--- src/rtl/dff_pipe.sv ---
// Elastic register pipeline: STAGES valid/data stages with a combinational ready
// chain, so bubbles are squeezed out while the output end is stalled.
module dff_pipe #(
    parameter int N      = 32,
    parameter int STAGES = 4
) (
    input  logic                            clk,
    input  logic                            rst,
    input  logic                            en,
    input  logic                            flush,
    input  logic                            in_valid,
    output logic                            in_ready,
    input  logic [N-1:0]                    d,
    output logic                            out_valid,
    input  logic                            out_ready,
    output logic [N-1:0]                    q,
    output logic [N-1:0]                    qn,
    output logic [$clog2(STAGES+1)-1:0]     count
);

    localparam int CW = $clog2(STAGES + 1);

    logic [STAGES-1:0] v_q, v_d;
    logic [N-1:0]      data_q [STAGES];
    logic [N-1:0]      data_d [STAGES];
    logic [STAGES-1:0] rdy;
    logic [CW-1:0]     count_c;

    // Ready ripples from the output end toward the input end.
    always_comb begin
        logic r;
        int unsigned k;
        r   = out_ready;
        rdy = '0;
        for (int unsigned i = 0; i < STAGES; i++) begin
            k      = STAGES - 1 - i;
            r      = !v_q[k] || r;
            rdy[k] = r;
        end
    end

    always_comb begin
        v_d = v_q;
        for (int unsigned k = 0; k < STAGES; k++) begin
            data_d[k] = data_q[k];
        end
        if (flush) begin
            v_d = '0;
        end else if (en) begin
            if (rdy[0]) begin
                v_d[0] = in_valid;
                if (in_valid) data_d[0] = d;
            end
            for (int unsigned k = 1; k < STAGES; k++) begin
                if (rdy[k]) begin
                    v_d[k] = v_q[k-1];
                    if (v_q[k-1]) data_d[k] = data_q[k-1];
                end
            end
        end
    end

    always_ff @(posedge clk or posedge rst) begin
        if (rst) begin
            v_q <= '0;
            for (int unsigned k = 0; k < STAGES; k++) begin
                data_q[k] <= '0;
            end
        end else begin
            v_q <= v_d;
            for (int unsigned k = 0; k < STAGES; k++) begin
                data_q[k] <= data_d[k];
            end
        end
    end

    always_comb begin
        count_c = '0;
        for (int unsigned k = 0; k < STAGES; k++) begin
            count_c = count_c + CW'(v_q[k]);
        end
    end

    // rst gating keeps the handshake quiet while reset is held.
    assign in_ready  = en && rdy[0] && !flush && !rst;
    assign out_valid = en && v_q[STAGES-1] && !flush && !rst;
    assign q         = data_q[STAGES-1];
    assign qn        = ~data_q[STAGES-1];
    assign count     = count_c;

endmodule

--- config.mk ---
export PLATFORM = sky130hd
export DESIGN_NAME = dff_pipe
export DESIGN_NICKNAME = d
export VERILOG_FILES = /design/src/rtl/dff_pipe.sv
export SDC_FILE = /design/constraint.sdc
export NUM_CORES = 1
export LEC_CHECK = 0
export ABC_AREA = 1
export BUFFER_PORTS_ARGS = -buffer_cell sky130_fd_sc_hd__buf_4
export CAP_MARGIN = 10
export CORE_ASPECT_RATIO = 0.5
export CORE_UTILIZATION = 30
export DETAILED_ROUTE_END_ITERATION = 10
export GPL_TIMING_DRIVEN = 0
export SLEW_MARGIN = 10
export SYNTH_ARGS = -nofsm -noshare
export SYNTH_HDL_FRONTEND = slang
export SYNTH_SLANG_ARGS = --single-unit
--- constraint.sdc ---
create_clock -name clk -period 6.4 [get_ports clk]
set_input_delay 1.28 -clock clk [delete_from_list [all_inputs] [get_ports clk]]
set_output_delay 1.28 -clock clk [all_outputs]
set_load 0.02 [all_outputs]
Yosys cells after proc, flatten, opt, wreduce, memory -nomap -nowiden
Cells that the tools add are included.

operators by class
  add/subtract/negate cells = 3
  multiplexer cells = 6
  bitwise operators = 2
  reductions and logical operators = 29

operators by type and width
  operator           number
  $not 32->32        1
  $reduce_and 4->1   4
  $reduce_bool 2->1  5
  $mux 4             2
  $reduce_and 2->1   4
  $logic_and 1x1->1  6
  $logic_not 1->1    6
  $logic_or 1x1->1   4
  $mux 1             4
  $add 2x1->3        1
  $add 3x1->3        1
  $add 1x1->2        1
  $not 1->1          1

word-level totals
  bits in registers = 132
  output and inout port bits = 69

Longest topological paths before layout
  depth after elaboration = 8
  depth in mapped cells = 8
  mapped depth without buffers = 7

Worst setup path after synthesis
No wires, ideal clock.

  path kind = input-to-output
  from = input rst
  to = output in_ready
  arrival = 4604 ps
  required time = 5120 ps
  path slack = 516 ps
  cell stages on the path = 2
  cells stage by stage = inv_1 -> and3_1

on the way
  word-level cells in the longest chain between the ends = 2

ends and longest elaborated chain
  item                line  text
  start: declaration  8     input logic rst,
  $logic_not 1->1     85    assign in_ready = en && rdy[0] && !flush && !rst;
  $logic_and 1x1->1   85
  end: declaration    12    output logic in_ready,

No other way between the ends.

Worst setup path in the final report
Same ends and word-level chain as after synthesis.

==> results summary <==
The run finished with clean final reports. The setup check on the worst reg-to-reg path leaves a slack of about 5000 ps. The clock latency reported for the late side of the worst-skew pair is 420 ps. In this run, post-CTS repair resized a total of 0 instances. The total detailed-routing wirelength is ~13 mm. The placed instance count is 984. The post-synthesis cell type count is 26.

The area of the placeable core is 18600 um^2. The via count of the first global-routing pass came out at ~4300. The most critical setup path has its startpoint at rst. The antenna diode instance count came out at 0. The number of pins with negative max-slew slack in the final report came to 0. For the pin with the worst max-slew slack, the measured transition is ~600 ps. The post-detailed-placement half-perimeter wirelength is ~9.9 mm.

Clock skew on the completed layout was measured at a little under 8 ps. The die boundary height came out at 99.9 um. The filler cells instantiated in the layout total about 1900. The final hold violation count is 0. In this run, synthesis produced a sequential element count of 132.

The clock passes through at most 2 buffers. Dividing total power by cell area gives a power density of between 300 and 400 nW/um^2. In this run, the number of DRC markers left after iteration 0 of detailed routing was 255.

The area growth from synthesis to layout is 30.3%. For the worst flop-to-flop path, the logic depth is 6. The initial utilization of the core area, before any placement, comes to between 30% and 40%.

The number of standard cells in the layout, taps in and fillers out is 1015. The critical path in this run is classified as input port to output port. Counting instances, the worst hold path has a depth of 2. The first-pass GRT wire length came out at around 22 mm. The post-synthesis area per instance came out at between 9 and 10 um^2. The tree is rooted in a sky130_fd_sc_hd__clkbuf_16. Port buffering added about 110 buffers. The count of pins on the block boundary came out at around 110. The overall routing resource usage came out at between 10% and 20%.

The core occupancy in the finished layout came out at around 40%. The relative max-transition margin came out at between 50% and 60%. Global routing finished with a remaining overflow of 0. The data required time at the worst endpoint came out at 5120 ps. The combined area of the multi-input logic cells came out at 1650 um^2.

The number of nets in the layout is 785. Setup repair after global routing left no endpoint under its margin. For the final routed database, the setup TNS stands at 0 ps. The clock transition time at the flip-flop clock pins of the worst setup and hold paths is approximately 60 ps. The maximum net fanout on the critical path came out at 68. The wire length per cell after detailed routing is approximately 13 um.

The die span in x came out at 198 um. Entering global routing, the biggest net connects just under 70 pins. The number of max-cap violations came out at 0. The floorplan step defined a die boundary enclosing roughly 20000 um^2. The number of antenna violations at the first check in global routing came to 0. Row generation in the floorplan step produced 35 rows.

The arrival time at the worst endpoint came out at approximately 2600 ps. The sort of element at the start of the critical path is an input port. The number of instances in the synthesized netlist is between 600 and 700. The post-route fraction of the period consumed by the critical path came out at between 60% and 70%. The maximum resistive drop on vdd came out at roughly 160 uV. The number of sinks handled by clock tree synthesis came out at between 100 and 150. The number of hold-repair buffers added at the cts stage is 0.

The count of nets left with antenna violations once routing finished came out at 0. Hold timing on the final database bottoms out at a slack of 471 ps. The post-detailed-route via-to-cell ratio is 4.19.

The path with the worst hold slack has its endpoint at data_q[109]$_DFFE_PP0P_. The post-CTS setup-driven buffer insertion count came out at 0. The leakage dissipation is 4.03 nW. The class of the most critical hold timing path is flop to flop. The highest achievable clock rate came out at 257 MHz. For this run, the detailed router's first-pass iteration total came to 5.

The share of final-layout standard cells stronger than drive strength 1 is between 20 and 30%. The routed layout has around 4200 vias. The worst setup path is captured at an output port. Registers take 3300 um^2. The count of synthesis-stage warnings from yosys came out at 0. The H-tree generated during clock tree synthesis spans 4 levels. The worst reg2reg path endpoint is data_q[102]$_DFFE_PP0P_. The post-route minimum period is slightly below 4000 ps. The sequential area share after synthesis is a little under three fifths. The total CTS buffers came out at 17. The worst reg2reg path startpoint is v_q[3]$_DFFE_PP0P_. The worst hold path begins at data_q[109]$_DFFE_PP0P_.

The mapped netlist covers between 5000 and 6000 um^2. The number of nets in the synthesized netlist is around 660. The final setup violation count came out at 0. The number of DRC violations after detailed routing is 0. The CTS tree is built. The final weighted congestion in routability-driven placement is about 0.81.

The completed layout was analyzed and its total power is around 2.6 mW.
[synthesized netlist by cell type, drive strengths merged]
cell type / number / area share, %
and3: 1 / 0.11
nand3: 69 / 6.2
a21oi: 32 / 2.9
dfrtp: 132 / 57
nor3: 1 / 0.087
inv: 75 / 4.9
nor2: 36 / 3.2
nand4: 1 / 0.37
fa: 1 / 0.35
o21ai: 36 / 3.8
ha: 2 / 0.44
nand2: 168 / 11
buf: 62 / 8.9
clkbuf: 2 / 0.13
[worst max-delay path: stages]
cell and delay [ps]:
sky130_fd_sc_hd__buf_4 130, sky130_fd_sc_hd__inv_6 430, sky130_fd_sc_hd__buf_16 370, sky130_fd_sc_hd__and3_1 230
sky130_fd_sc_hd__buf_4 140
[flip-flops by register name, summed over array words and instances, names as in the netlist]
| name | cells |
|---|---|
| data_q | 96 |
| v_q | 4 |
| q | 32 |
[logic make-up after synthesis]
kind of cell | Yosys count | share of synthesized area (%)
buffers and inverters | 139 | 13.9
adders and majority gates | 3 | 0.783
AOI/OAI and AO/OA | 68 | 6.70
DFF | 132 | 57.4
and+or+nand+nor | 276 | 21.2
[cells in the final DEF (no fill, tap or decap), drive strengths merged, types with 2 or more instances in the layout]
master,count
a21oi,32
buf,169
bufinv,2
clkbuf,20
clkinv,7
clkinvlp,2
dfrtp,132
ha,2
inv,77
nand2,168
nand3,69
nor2,36
o21ai,36
[worst max path at each step]
stage	end	slack [ps]	cells past startpoint
final	in_ready	2510	5
after global routing	in_ready	2350	5
after CTS	in_ready	2420	5
after detailed placement	in_ready	2420	5
after global placement	in_ready	-800	4
after floorplan	in_ready	520	2
[layer usage]
| metal | wire length [um] | global-route usage, % | up-vias | share of wire, % |
|---|---|---|---|---|
| met5 | 0 | 0 | - | 0 |
| met4 | 104 | 4.83 | 0 | 0.78 |
| met3 | 675 | 3.86 | 9 | 5.1 |
| met2 | 5800 | 21.4 | 72 | 44 |
| met1 | 6710 | 20.6 | 2011 | 50 |
| li1 | - | - | 2156 | - |
[cell type report]
cell class	instances	share of cell area, %
Multi-Input combinational cell	347	22.0
Buffer	64	6.89
Clock buffer	18	5.86
Clock inverter	13	2.04
Inverter	75	3.82
Timing Repair Buffer	107	11.0
Sequential cell	132	44.1
Tap cell	259	4.32
[through the flow]
step | setup slack, ps | area [um^2]
2_1_floorplan | 516 | 5750
3_3_place_gp | -800 | 6870
3_5_place_dp | 2420 | 6900
4_1_cts | 2420 | 7490
5_1_grt | 2350 | 7490
6_report | 2510 | 7490
[report_power, final]
group / total, mW / switching, mW / internal [mW]
clock network: 0.970 / 0.382 / 0.588
logic: 0.530 / 0.289 / 0.241
registers: 1.08 / 0.0885 / 0.988
total: 2.58 / 0.759 / 1.82
Power figures use the tool's default switching activity.
